### config.mk
export PLATFORM = sky130hd
export DESIGN_NAME = video_frame_meter
export DESIGN_NICKNAME = d
export VERILOG_FILES = /design/src/rtl/video_frame_meter.sv
export SDC_FILE = /design/constraint.sdc
export NUM_CORES = 1
export LEC_CHECK = 0
export BUFFER_PORTS_ARGS = -buffer_cell sky130_fd_sc_hd__clkbuf_2
export CORE_UTILIZATION = 55
export CTS_CLUSTER_SIZE = 16
export DETAILED_ROUTE_END_ITERATION = 10
export PLACE_DENSITY = 0.83
export SKIP_LAST_GASP = 1
export SLEW_MARGIN = 20
export SYNTH_ARGS = -nofsm -noshare
export SYNTH_HDL_FRONTEND = slang
export SYNTH_SLANG_ARGS = --single-unit
### constraint.sdc
create_clock -name CLK_VIDEO -period 9.48 [get_ports CLK_VIDEO]
set_clock_uncertainty 0.05 [all_clocks]
set_input_delay 1.896 -clock CLK_VIDEO [delete_from_list [all_inputs] [get_ports CLK_VIDEO]]
set_output_delay 1.896 -clock CLK_VIDEO [all_outputs]
set_load 0.005 [all_outputs]
### src/rtl/video_frame_meter.sv
// -----------------------------------------------------------------------------
// video_frame_meter
//
// Measures the active raster of the core's video stream and derives a
// vertically cropped display-enable from the measured geometry. The measured
// active height drives the crop window, so the window follows the core if it
// changes its line count.
//
// Ports
//   CLK_VIDEO   video clock
//   reset       synchronous, active-high
//   ce_pix      pixel clock enable; video inputs are sampled only when high
//   de_in       active display
//   hs_in       horizontal sync (active-high)
//   vs_in       vertical sync (active-high)
//   crop_size   requested visible lines, 0 disables the crop
//   crop_off    signed crop window offset in lines (-16..+15)
//   act_width   maximum active pixels per line over the last frame
//   act_height  active lines in the last frame
//   line_total  HS pulses in the last frame
//   valid       geometry identical over the last two latched frames
//   frame_stb   one-cycle pulse when new measurements are latched
//   de_out      cropped display-enable, one clock behind de_in
// -----------------------------------------------------------------------------
module video_frame_meter #(
    parameter int MAXCNT = 4095
) (
    input  logic        CLK_VIDEO,
    input  logic        reset,
    input  logic        ce_pix,
    input  logic        de_in,
    input  logic        hs_in,
    input  logic        vs_in,
    input  logic [9:0]  crop_size,
    input  logic [4:0]  crop_off,
    output logic [11:0] act_width,
    output logic [11:0] act_height,
    output logic [11:0] line_total,
    output logic        valid,
    output logic        frame_stb,
    output logic        de_out
);

    localparam logic [11:0] SAT = 12'(MAXCNT);

    logic        de_q, hs_q, vs_q;
    logic        de_fall, hs_rise, vs_rise;
    logic [11:0] hcnt, wmax, vline, htot;
    logic [11:0] wmax_nx, vline_nx, htot_nx;
    logic        valid_nx, en_nx;
    logic signed [12:0] h_s, cs_s, diff_s, base_s, off_s, start_s, start_lim;
    logic [12:0] crop_start;
    logic [9:0]  crop_cs;
    logic        crop_en;
    logic        in_window;

    // Counters stop at the saturation value instead of wrapping.
    function automatic logic [11:0] sat_inc(input logic [11:0] x);
        return (x >= SAT) ? x : x + 12'd1;
    endfunction

    // Edges compare the live input against the copy taken on the previous
    // pixel-enable cycle, so they only ever fire on a ce_pix cycle.
    assign de_fall = ce_pix &&  de_q && !de_in;
    assign hs_rise = ce_pix && !hs_q &&  hs_in;
    assign vs_rise = ce_pix && !vs_q &&  vs_in;

    // Next values of the per-frame accumulators. They are also what gets
    // latched at a frame boundary, so a line whose DE falls in the same pixel
    // as the VS rise is already counted in the latched height and width.
    always_comb begin
        wmax_nx  = wmax;
        vline_nx = vline;
        htot_nx  = htot;
        if (de_fall) begin
            wmax_nx  = (hcnt > wmax) ? hcnt : wmax;
            vline_nx = sat_inc(vline);
        end
        if (hs_rise) begin
            htot_nx = sat_inc(htot);
        end
    end

    // Crop window for the frame that starts at this boundary, computed from
    // the height about to be latched. Everything is 13-bit signed so that a
    // crop larger than the picture or a negative offset cannot wrap. The
    // window is centred and then shifted, but never leaves the picture.
    always_comb begin
        h_s    = $signed({1'b0, vline_nx});
        cs_s   = $signed({3'b000, crop_size});
        diff_s = h_s - cs_s;
        base_s = diff_s >>> 1;
        off_s  = $signed({{8{crop_off[4]}}, crop_off});
        start_s = base_s + off_s;
        if (start_s < 13'sd0) begin
            start_lim = 13'sd0;
        end else if (start_s > diff_s) begin
            start_lim = diff_s;
        end else begin
            start_lim = start_s;
        end
        valid_nx = (wmax_nx == act_width) && (vline_nx == act_height);
        en_nx    = (crop_size != 10'd0) && valid_nx && (cs_s < h_s);
    end

    // Input sample registers used for edge detection; frozen while ce_pix is low.
    always_ff @(posedge CLK_VIDEO) begin
        if (reset) begin
            de_q <= 1'b0;
            hs_q <= 1'b0;
            vs_q <= 1'b0;
        end else if (ce_pix) begin
            de_q <= de_in;
            hs_q <= hs_in;
            vs_q <= vs_in;
        end
    end

    // Per-frame accumulators. A VS rise clears them for the new frame; a
    // reset discards whatever partial frame was in progress.
    always_ff @(posedge CLK_VIDEO) begin
        if (reset) begin
            hcnt  <= '0;
            wmax  <= '0;
            vline <= '0;
            htot  <= '0;
        end else if (vs_rise) begin
            hcnt  <= '0;
            wmax  <= '0;
            vline <= '0;
            htot  <= '0;
        end else begin
            wmax  <= wmax_nx;
            vline <= vline_nx;
            htot  <= htot_nx;
            if (de_fall) begin
                hcnt <= '0;
            end else if (ce_pix && de_in) begin
                hcnt <= sat_inc(hcnt);
            end
        end
    end

    // Latched measurements and the crop window registers. Both change on the
    // same clock, so the new window governs the first line of the new frame.
    // crop_size/crop_off are only looked at here, which is why changing them
    // mid-frame has no effect until the next boundary.
    always_ff @(posedge CLK_VIDEO) begin
        if (reset) begin
            act_width  <= '0;
            act_height <= '0;
            line_total <= '0;
            valid      <= 1'b0;
            frame_stb  <= 1'b0;
            crop_start <= '0;
            crop_cs    <= '0;
            crop_en    <= 1'b0;
        end else begin
            frame_stb <= vs_rise;
            if (vs_rise) begin
                act_width  <= wmax_nx;
                act_height <= vline_nx;
                line_total <= htot_nx;
                valid      <= valid_nx;
                crop_start <= start_lim;
                crop_cs    <= crop_size;
                crop_en    <= en_nx;
            end
        end
    end

    // vline is the index of the active line currently being displayed, so the
    // window test is done directly against it. start + size never exceeds the
    // measured height, so the 13-bit sum cannot overflow.
    assign in_window = ({1'b0, vline} >= crop_start) &&
                       ({1'b0, vline} < (crop_start + {3'b000, crop_cs}));

    // Cropped display-enable, registered every clock regardless of ce_pix.
    always_ff @(posedge CLK_VIDEO) begin
        if (reset) begin
            de_out <= 1'b0;
        end else begin
            de_out <= de_in && (!crop_en || in_window);
        end
    end

endmodule

; ---- Word-level counts from Yosys, hierarchy flattened
; Cells that the tools add are included.
[totals]
output_inout_bits = 39
reg_bits = 114
in_bits = 21
[op_classes]
n_reduce_logical = 21
mux = 8
order_cmp = 9
eq_ne = 2
bitwise_logic = 1
add_sub_neg = 6
[ops]
columns = op, n
row1 = $mux W12, 6
row2 = $add A12 B1 Y12 const B, 3
row3 = $ge A12 B12 Y1 const B, 3
row4 = $mux W13, 2
row5 = $eq A12 B12 Y1, 2
row6 = $add A12 B5 Y13, 1
row7 = $add A13 B10 Y13, 1
row8 = $ge A12 B13 Y1, 1
row9 = $gt A13 B13 Y1, 1
row10 = $lt A12 B13 Y1, 1
row11 = $lt A13 B1 Y1 const B, 1
row12 = $sub A12 B10 Y13, 1
row13 = $gt A12 B12 Y1, 1
row14 = $logic_and A1 B1 Y1, 12
row15 = $lt A10 B12 Y1, 1
row16 = $reduce_bool A10 Y1, 1
row17 = $logic_not A1 Y1, 4
row18 = $reduce_or A3 Y1, 1
row19 = $reduce_and A2 Y1, 1
row20 = $reduce_or A2 Y1, 1
row21 = $logic_or A1 B1 Y1, 1
row22 = $not A1 Y1, 1

; ---- Depth between registers and ports, before layout
; Gate-level depths: netlist of run 1.
[logic_depth]
ltp_word = 8
ltp_mapped = 29
ltp_nobuf = 28

; ---- Worst setup path after synthesis of run 1
; Ideal clock, no wire load.
[synth_path]
path_type = input to register
start = in ce_pix
end = reg crop_start[10]
setup_slack_ns = 2.107
path_stages = 27
setup_ns = 0.137
arrival_ns = 7.186
n_path_buf = 3
path_cell_list = buf_4 > nand3b_4 > clkbuf_1 > nor2_1 > xnor2_1 > ha_1 > inv_1 > fa_1 > a21o_1 > a21oi_1 > nor2b_1 > o21a_1 > nor2_1 > xnor2_1 > ha_1 > a21o_1 > or3_1 > o2111ai_1 > nand2_1 > xor2_1 > ha_1 > or4b_2 > o211ai_1 > a21oi_1 > clkbuf_1 > mux2i_1 > o22ai_1
[synth_between]
elab_chain_len = 8
word_cells_on_any_way = 11
cone_classes = add/sub (2) / order compare (2) / mux (3) / reduce/logical (4)
[synth_lines]
columns = item, line_no
row1 = "start, declared", 30  ; input logic ce_pix,
row2 = $logic_and A1 B1 Y1 (2 in a row), 64  ; assign de_fall = ce_pix && de_q && !de_in;
row3 = $mux W12, 75  ; if (de_fall) begin
row4 = $sub A12 B10 Y13, 91  ; diff_s = h_s - cs_s;
row5 = $add A12 B5 Y13, 94  ; start_s = base_s + off_s;
row6 = $gt A13 B13 Y1, 97  ; end else if (start_s > diff_s) begin
row7 = $mux W13, 97
row8 = $mux W13, 95  ; if (start_s < 13'sd0) begin
row9 = "end signal, assigned", 165  ; crop_start <= start_lim;
row10 = "end, declared", 52  ; logic [12:0] crop_start;
; Several ways; a longest one is shown, not always the timed one.
; A chain may end at the register's enable or synchronous reset.

; ---- Worst setup path after layout of run 1
[layout_path]
start = in ce_pix
end = reg crop_start[11]
; Same word-level chain as after synthesis.

==> results.toml, run 1 <==
[routing]
wl_per_cell_um = 17.3
viasPerCell = 6.02
via_count = 7036
first_pass_iters = 5
wl_mm = 20.3
drc = 0
ant_nets = 0
drt_iter0_markers = 606

[yosys]
synth_simple_gate_area_share_pct = 19.6
ys_ff_latch = 114
synthXorXnorAreaFrac_pct = 7.33
synthTopCellsByCount = "dfxtp_1, ha_1, inv_1, nand2_1"
synth_flop_cell = "dfxtp_1"
syn_inst = 924
synth_area_leaders = "dfxtp_1, ha_1, xnor2_1, o21ai_0, mux2i_1"
synth.mux.area_fraction_pct = 4.62
synth_top_area_cell = "dfxtp_1"
synth-warning-count = 0
yosysMostFrequentCell = "dfxtp_1"
syn_nets = 1034
seq_area_frac_synth_pct = 29.9
synth_top_family_by_area = "simple AND/OR/NAND/NOR gates"
synth_fa_ha_area_share_pct = 14.9
synth_compound_area_share_pct = 18.1
yosysUniqueCellTypes = 73
syn_area_mm2 = 0.00764
synth_top_area_share_pct = 29.9
synthArstFlopShare_pct = 0
synth-edff-count = 0
syn_avg_cell_area_um2 = 8.27

[pwr]
power.density_mw_per_mm2 = 153
peakVddDrop_mv = 0.113
power_mw = 1.33
p_leak_nw = 3.83

[global_routing]
antenna_found_initial = 0
gr-total-overflow = 0
grt_use_total_pct = 28.8
grt_pass1_wl_mm = 32.7
grt_max_degree = 51
grt_pass1_vias = 6530

[finish]
nets = 1089
area.growth.synth_to_final_pct = 13.7
fin_cells = 1168
multi_input_area_mm2 = 0.00494
fillers = 1110
drive_gt1_share_pct = 11.7
n_antenna_cell = 0
seqCellArea_mm2 = 0.00228

[worst_setup_path]
crit_path_end_kind = "register"
timing.rr.start = "vline[1]$_SDFF_PP0_"
r2r_slack_ns = 2.48
criticalPathCategory = "in2reg"
worstPathMaxFanout = 19
crit_required_ns = 9.76
r2r_cells = 27
crit_arrival_ns = 7.76
critPathLaunchType = "primary input"
reg2reg_to = "crop_start[11]$_SDFFE_PP0P_"

[floorplanning]
dieArea_mm2 = 0.0144
die_h_um = 120
die_w_um = 120
start_util_pct = 57.0
row_count = 42
core_mm2 = 0.0134
ioPinCount = 60

[worst_hold_path]
min_path_cells = 1
min_from = "line_total[9]$_SDFFE_PP0P_"
holdPathEnd = "line_total[9]$_SDFFE_PP0P_"
hold_path.class = "reg2reg"

[place]
hpwl_mm = 14.9
place_inst = 1136
portBuffers = 59
gp_congestion = 0.954

[timing]
fmax_mhz = 134
post-route-min-period_ns = 7.48
tns_ns = 0
hold_viol = 0
max-slew-margin-rel_pct = 27.8
finalSetupViolCount = 0
slew_viol_final = 0
worst-slew-pin-transition_ns = 1.08
rsz0062_at_grt = "no"
layout_worst_path_cycle_share_pct = 78.9

[clocking]
root_buffer = "clkbuf_16"
cts_resized = 0
clock_path_buffers = 2
postCtsSetupRepairBufs = 0
cts.sinks = 114
clk_latency_ns = 0.42
h-tree-depth = 4
cts_hold_buf = 0
cts_tree = "done"
numCtsBuffers = 17
path_clk_slew_ns = 0.05

[outcome]
status = "completed"

[flow_run]
drv_cap = 0
## flip-flops by register name (all words and copies together) (netlist names), 10 cells and up
| register | count |
|---|---|
| vline | 12 |
| htot | 12 |
| crop_start | 13 |
| line_total | 12 |
| act_width | 12 |
| hcnt | 12 |
| act_height | 12 |
| wmax | 12 |
| crop_cs | 10 |
## cell families after synthesis
group                      Yosys count
AOI/OAI and AO/OA                  216
DFF                                114
and+or+nand+nor                    296
muxes                               35
buffers and inverters              110
xor gates and xnor gates            64
adders and majority gates           89
## stage by stage
| stage | util, % | instance area [µm²] | worst slack (ns) | hold slack [ns] |
|---|---|---|---|---|
| after floorplan | - | 7640 | 2.11 | 0.369 |
| after global placement | 60.3 | 8080 | 1.82 | 0.389 |
| after detailed placement | 60.4 | 8100 | 1.67 | 0.396 |
| after CTS | 64.9 | 8690 | 2.05 | 0.409 |
| after global routing | 64.9 | 8690 | 1.53 | 0.432 |
| final | 64.9 | 8690 | 2.00 | 0.403 |
## critical path: stages
cell       delay [ns]
clkbuf_2         0.19
nand3b_4         0.22
nor2_1           0.29
xnor2_1          0.22
ha_1             0.24
inv_1            0.06
fa_1             0.40
a21o_1           0.19
a21oi_1          0.20
nor2b_1          0.11
o21a_1           0.18
nor2_1           0.11
xnor2_1          0.24
ha_1             0.34
a21o_1           0.17
or3_1            0.32
o2111ai_1        0.22
a21boi_0         0.14
o21ai_0          0.19
ha_1             0.20
or4b_2           0.61
o211ai_1         0.19
a21oi_1          0.06
buf_4            0.20
or3b_2           0.48
o221ai_1         0.08
## metal layers
metal	up-vias	GRT usage, %	wire [µm]
met5	-	0	0
met4	0	10.9	565
met3	52	5.89	1680
met2	329	45.7	8990
met1	3258	38.4	9020
li1	3397	-	-
## where the power goes
group / internal [mW] / switching (mW) / total (mW)
clock: 0.398 / 0.244 / 0.641
sequential: 0.488 / 0.00733 / 0.495
combinational: 0.0807 / 0.114 / 0.195
## worst max path at each step
stage                     cells past startpoint    from                     endpoint
after CTS                                    26  ce_pix  crop_start[11]$_SDFFE_PP0P_
after floorplan                              27  ce_pix  crop_start[10]$_SDFFE_PP0P_
after global placement                       26  ce_pix  crop_start[11]$_SDFFE_PP0P_
after global routing                         25  ce_pix  crop_start[11]$_SDFFE_PP0P_
after detailed placement                     26  ce_pix  crop_start[11]$_SDFFE_PP0P_
final                                        26  ce_pix  crop_start[11]$_SDFFE_PP0P_
## cell type report
cell class	count	area share [%]
inverters	81	3.50
multi-input cells	700	56.8
clock inverters	13	1.76
flip-flops and latches	114	26.3
repair buffers	65	4.06
clock buffers	19	5.10
well taps	176	2.53
## cell usage in the layout (no fill, tap or decap), types with 6 or more instances in the layout
cell type | Yosys | final
a21o_1 | 17 | 17
a21oi_1 | 41 | 41
and3_1 | 9 | 9
clkbuf_16 | 0 | 17
clkbuf_2 | 0 | 59
dfxtp_1 | 114 | 114
ha_1 | 86 | 86
inv_1 | 81 | 81
mux2i_1 | 33 | 33
nand2_1 | 81 | 81
nand2b_1 | 11 | 11
nand3_1 | 23 | 23
nand4_1 | 21 | 21
nor2_1 | 73 | 72
nor2b_1 | 10 | 10
nor3_1 | 21 | 21
nor4_1 | 6 | 6
o2111ai_1 | 7 | 7
o211ai_1 | 7 | 7
o21a_1 | 7 | 7
o21ai_0 | 73 | 73
o21bai_1 | 6 | 6
o22ai_1 | 15 | 15
or3_1 | 13 | 13
xnor2_1 | 42 | 42
xor2_1 | 22 | 22
Note: power is estimated with default switching activity, not from simulation.
==> run 2, diff against run 1 <==
==> constraint.sdc (replaced) <==
create_clock -name CLK_VIDEO -period 7.7 [get_ports CLK_VIDEO]
set_clock_uncertainty 0.05 [all_clocks]
set_input_delay 1.54 -clock CLK_VIDEO [delete_from_list [all_inputs] [get_ports CLK_VIDEO]]
set_output_delay 1.54 -clock CLK_VIDEO [all_outputs]
set_load 0.005 [all_outputs]
==> results.toml, run 2 (same netlist as run 1, synthesis figures left out) <==
[finish]
n_antenna_cell = 0
largest_register = "crop_start"
layout_common_cells = "dfxtp_1, ha_1, inv_1, nand2_1, o21ai_0"
largest_reg_flops = 13
drive_gt1_share_pct = 12.2
nets = 1094
fillers = 1106
mostFrequentLayoutCell = "dfxtp_1"
area.growth.synth_to_final_pct = 14.0

[clocking]
postCtsSetupRepairBufs = 0
cts_resized = 0
h-tree-depth = 4
root_buffer = "clkbuf_16"
cts_hold_buf = 0
clock_path_buffers = 2
path_clk_slew_ns = 0.06
cts.sinks = 114
numCtsBuffers = 17
cts_tree = "done"
clk_latency_ns = 0.43

[routing]
wl_per_cell_um = 17.4
via_count = 7027
viasPerCell = 5.99
first_pass_iters = 6
ant_nets = 0
drc = 0
drt_iter0_markers = 601
wl_mm = 20.4

[timing]
finalSetupViolCount = 0
fmax_mhz = 142
post-route-min-period_ns = 7.03
slew_viol_final = 0
rsz0062_at_grt = "no"
max-slew-margin-rel_pct = 24.7
layout_worst_path_cycle_share_pct = 91.3
tns_ns = 0
hold_viol = 0
worst-slew-pin-transition_ns = 1.13

[worst_setup_path]
crit_required_ns = 7.98
critPathLaunchType = "primary input"
timing.rr.start = "vline[1]$_SDFF_PP0_"
worstPathCellList = "clkbuf_2 -> nand3b_4 -> buf_4 -> nor4_1 -> or2_2 -> o21ai_0 -> ha_1 -> or3_1 -> o21ai_0 -> o21ai_0 -> nor3_1 -> xnor2_1 -> inv_1 -> ha_1 -> or3_1 -> o31ai_1 -> xnor2_1 -> ha_1 -> or4b_2 -> o211ai_1 -> a21oi_1 -> or3b_2 -> o221ai_1"
criticalPathCategory = "in2reg"
slowest_stage = "or4b_2"
crit_arrival_ns = 7.31
startpoint = "ce_pix"
crit_path_end_kind = "register"
cpPeakStageDelay_ns = 0.66
worstPathMaxFanout = 18

[flow_run]
drv_cap = 0

[global_routing]
gr-total-overflow = 0
met2_usage_pct = 45.4
busiest_layer = "met2"
grt_pass1_wl_mm = 32.9
grt_use_total_pct = 29.6
grt_pass1_vias = 6459
grt_max_degree = 51
antenna_found_initial = 0
grtUsageMet1_pct = 39.8
grt_util_met3_pct = 6.70

[floorplanning]
ioPinCount = 60
row_count = 42
dieArea_mm2 = 0.0144
core_mm2 = 0.0134
die_w_um = 120
die_h_um = 120
start_util_pct = 57.0

[pwr]
power.density_mw_per_mm2 = 189
peakVddDrop_mv = 0.137
p_leak_nw = 3.85
power_mw = 1.65

[place]
portBuffers = 59
hpwl_mm = 14.9
gp_congestion = 0.991

[worst_hold_path]
min_from = "line_total[0]$_SDFFE_PP0P_"
hold_path.class = "reg2reg"

[outcome]
status = "completed"
[run 2: layout make-up]
type	instances	area, µm²	area share [%]
Tap cell	176	220	2.53
Multi-Input combinational cell	700	4940	56.6
Sequential cell	114	2280	26.2
Timing Repair Buffer	70	378	4.33
Inverter	81	304	3.49
Clock buffer	17	425	4.88
Clock inverter	15	171	1.97
[run 2: metrics by stage]
stage | area (µm²) | util (%) | std cells | worst slack (ns) | hold WS, ns
detailed placement | 8120 | 60.6 | 1141 | 0.407 | 0.398
finish | 8720 | 65.1 | 1173 | 0.670 | 0.413
global placement | 8120 | 60.6 | 1141 | 0.590 | 0.391
global route | 8720 | 65.1 | 1173 | 0.158 | 0.431
floorplan | 7640 | - | 924 | 0.683 | 0.369
CTS | 8720 | 65.1 | 1173 | 0.808 | 0.415
[run 2: where the power goes]
part           switching (mW)  internal (mW)  total [mW]
sequential            0.00945          0.601       0.610
clock                   0.315          0.484       0.799
combinational           0.141          0.100       0.241
total                   0.465           1.18        1.65
[run 2: worst paths after layout]
path                                      end  slack, ns  cells after the start
setup / recovery  crop_start[11]$_SDFFE_PP0P_       0.67                     23
hold / removal     line_total[0]$_SDFFE_PP0P_       0.41                      2
setup reg to reg  crop_start[11]$_SDFFE_PP0P_       0.74                     26
hold reg to reg    line_total[0]$_SDFFE_PP0P_       0.41                      2
[run 2: worst max-delay path: cells and delay by family]
family | cells | cell delay (ns)
AO/OA/AOI/OAI | 7 | 1.42
XOR/XNOR | 2 | 0.34
adder cells (fa/ha/maj) | 3 | 0.71
buffers and inverters | 3 | 0.49
AND/OR/NAND/NOR | 8 | 2.81
[run 2: routing by layer]
| metal | vias up | wire (µm) |
|---|---|---|
| li1 | 3416 | - |
| met1 | 3238 | 9090 |
| met2 | 326 | 8980 |
| met3 | 47 | 1770 |
| met4 | 0 | 537 |
| met5 | - | 0 |
==> run 3, diff against run 2 <==
--- a/config.mk
+++ b/config.mk
@@ -5,11 +5,13 @@
 export SDC_FILE = /design/constraint.sdc
 export NUM_CORES = 1
 export LEC_CHECK = 0
+export ABC_AREA = 1
 export BUFFER_PORTS_ARGS = -buffer_cell sky130_fd_sc_hd__clkbuf_2
 export CORE_UTILIZATION = 55
 export CTS_CLUSTER_SIZE = 16
 export DETAILED_ROUTE_END_ITERATION = 10
 export PLACE_DENSITY = 0.83
+export REMOVE_ABC_BUFFERS = 1
 export SKIP_LAST_GASP = 1
 export SLEW_MARGIN = 20
 export SYNTH_ARGS = -nofsm -noshare
==> results.toml, run 3 <==
[outcome]
status = "completed"

[clocking]
numCtsBuffers = 17
clock_path_buffers = 2
cts_hold_buf = 0
path_clk_slew_ns = 0.06
clk_latency_ns = 0.43
cts_tree = "done"
cts.sinks = 114
root_buffer = "clkbuf_16"
h-tree-depth = 4
postCtsSetupRepairBufs = 0
cts_resized = 0

[floorplanning]
dieArea_mm2 = 0.0147
die_w_um = 121
core_mm2 = 0.0139
row_count = 43
start_util_pct = 56.5
die_h_um = 121
ioPinCount = 60

[routing]
wl_per_cell_um = 14.0
first_pass_iters = 5
ant_nets = 0
via_count = 7565
drt_iter0_markers = 609
drc = 0
wl_mm = 19.2
viasPerCell = 5.50

[pwr]
power_frac_clock_pct = 45.4
swShare_pct = 31.0
p_switching_mw = 0.543
power.density_mw_per_mm2 = 197
combPwrFrac_pct = 19.5
power_mw = 1.75
p_leak_nw = 4.22
power_frac_seq_pct = 35.1
intPower_mw = 1.21
peakVddDrop_mv = 0.161

[worst_setup_path]
worstPathMaxFanout = 17
cpPeakStageDelay_ns = 0.40
crit_top_cell = "nand2_1"
crit_path_end_kind = "register"
crit_arrival_ns = 7.12
r2r_cells = 35
r2r_slack_ns = 1.44
slowest_stage = "fa_1"
critPathLaunchType = "primary input"
criticalPathCategory = "in2reg"
crit_required_ns = 7.94

[yosys]
synth-edff-count = 0
synth-warning-count = 0
yosysUniqueCellTypes = 50
syn_avg_cell_area_um2 = 6.99
synthTopCellsByCount = "nand2_1, inv_1, dfxtp_1, nor2_1, nand3_1"
synth_top_area_share_pct = 29.1
synthArstFlopShare_pct = 0
seq_area_frac_synth_pct = 29.1
yosysMostFrequentCell = "nand2_1"
synth_flop_cell = "dfxtp_1"
synth_top_area_cell = "dfxtp_1"
syn_area_mm2 = 0.00784
ys_ff_latch = 114
synth_area_leaders = "dfxtp_1, ha_1, nand2_1, inv_1, nand3_1"
syn_inst = 1122

[timing]
fin_ws_ns = 0.820
finalSetupViolCount = 0
rsz0062_at_grt = "no"
worst-slew-pin-transition_ns = 0.927
layout_worst_path_cycle_share_pct = 89.4
slew_viol_final = 0
fmax_mhz = 145
hold_viol = 0
max-slew-margin-rel_pct = 38.1
tns_ns = 0
post-route-min-period_ns = 6.88

[global_routing]
antenna_found_initial = 0
grt_use_total_pct = 27.9
met2_usage_pct = 49.1
grt_pass1_vias = 7310
gr-total-overflow = 0
grt_util_met3_pct = 4.65
grt_pass1_wl_mm = 32.5
busiest_layer = "met2"
grt_max_degree = 64
grtUsageMet1_pct = 32.5

[place]
portBuffers = 59
gp_congestion = 0.947
dpl_worst_slack_ns = 0.511
placed_cell_area_mm2 = 0.00828
hpwl_mm = 14.5

[finish]
layout_common_cells = "nand2_1, inv_1, dfxtp_1, nor2_1, nand3_1"
largest_register = "crop_start"
drive_gt1_share_pct = 11.5
area.growth.synth_to_final_pct = 13.2
fillers = 1256
multi_input_area_mm2 = 0.00480
largest_reg_flops = 13
seqCellArea_mm2 = 0.00228
nets = 1293
fin_area_mm2 = 0.00888
n_antenna_cell = 0
utilization_pct = 63.9
mostFrequentLayoutCell = "nand2_1"

[flow_run]
drv_cap = 0

[worst_hold_path]
hold_path.class = "reg2reg"
min_path_cells = 1
## run 3: cell types whose count changed in the layout (fill, tap and decap cells not counted), moves of 12 or more
cell     change
a21oi_1     +14
inv_1       +85
mux2i_1     -31
nand2_1    +157
nand3_1     +64
nor2_1      +31
or3_1       -12
xnor2_1     -33
xor2_1      +13
## run 3: cell type report
cell class / count / share of cell area [%]
clock inverter: 15 / 1.92
clock buffer: 17 / 4.79
timing repair buffer: 63 / 3.67
sequential: 114 / 25.7
multi-input combinational: 817 / 54.1
inverter: 170 / 7.25
tap: 180 / 2.54
## run 3: metrics by stage
stage / hold slack (ns) / cells
floorplan: 0.357 / 1101
finish: 0.391 / 1376
CTS: 0.389 / 1376
global placement: 0.371 / 1344
global route: 0.398 / 1376
detailed placement: 0.378 / 1344
## run 3: logic make-up (layout without fill, tap and decap cells)
logic type / count (synthesis) / after routing / share of synthesized area [%]
AOI/OAI and AO/OA: 185 / 185 / 13.2
xor gates and xnor gates: 45 / 45 / 5.12
adders and majority gates: 89 / 89 / 14.5
buffers and inverters: 191 / 265 / 9.59
DFF: 114 / 114 / 29.1
muxes: 2 / 2 / 0.255
and+or+nand+nor: 496 / 496 / 28.2
## run 3: path summary, 6_finish.rpt
kind | startpoint | end
worst max-delay path | ce_pix | crop_start[2]$_SDFFE_PP0P_
worst min-delay path | crop_en$_SDFFE_PP0P_ | de_out$_SDFF_PP0_
worst max register to register | vline[1]$_SDFF_PP0_ | crop_start[2]$_SDFFE_PP0P_
worst min register to register | crop_en$_SDFFE_PP0P_ | de_out$_SDFF_PP0_
## run 3: power by group through the flow
| stage | clock (mW) | sequential [mW] | combinational [mW] |
|---|---|---|---|
| final | 0.795 | 0.615 | 0.342 |
| after global routing | 0.831 | 0.616 | 0.390 |
| after CTS | 0.801 | 0.615 | 0.337 |
| after detailed placement | 0 | 0.627 | 0.333 |
| after global placement | 0 | 0.627 | 0.324 |
| after floorplan | 0 | 0.625 | 0.244 |
## run 3: routing by layer
layer  wire length (µm)  part of all wire, %
met5                  0                    0
met4                659                  3.4
met3                868                  4.5
met2               9370                   49
met1               8300                   43
## run 3: critical path, delay by kind of cell
family,cells,cell delay [ns]
and+or+nand+nor,17,2.19
adders and majority gates,4,1.30
AOI/OAI and AO/OA,6,0.91
buffers and inverters,6,0.80
xor gates and xnor gates,2,0.37
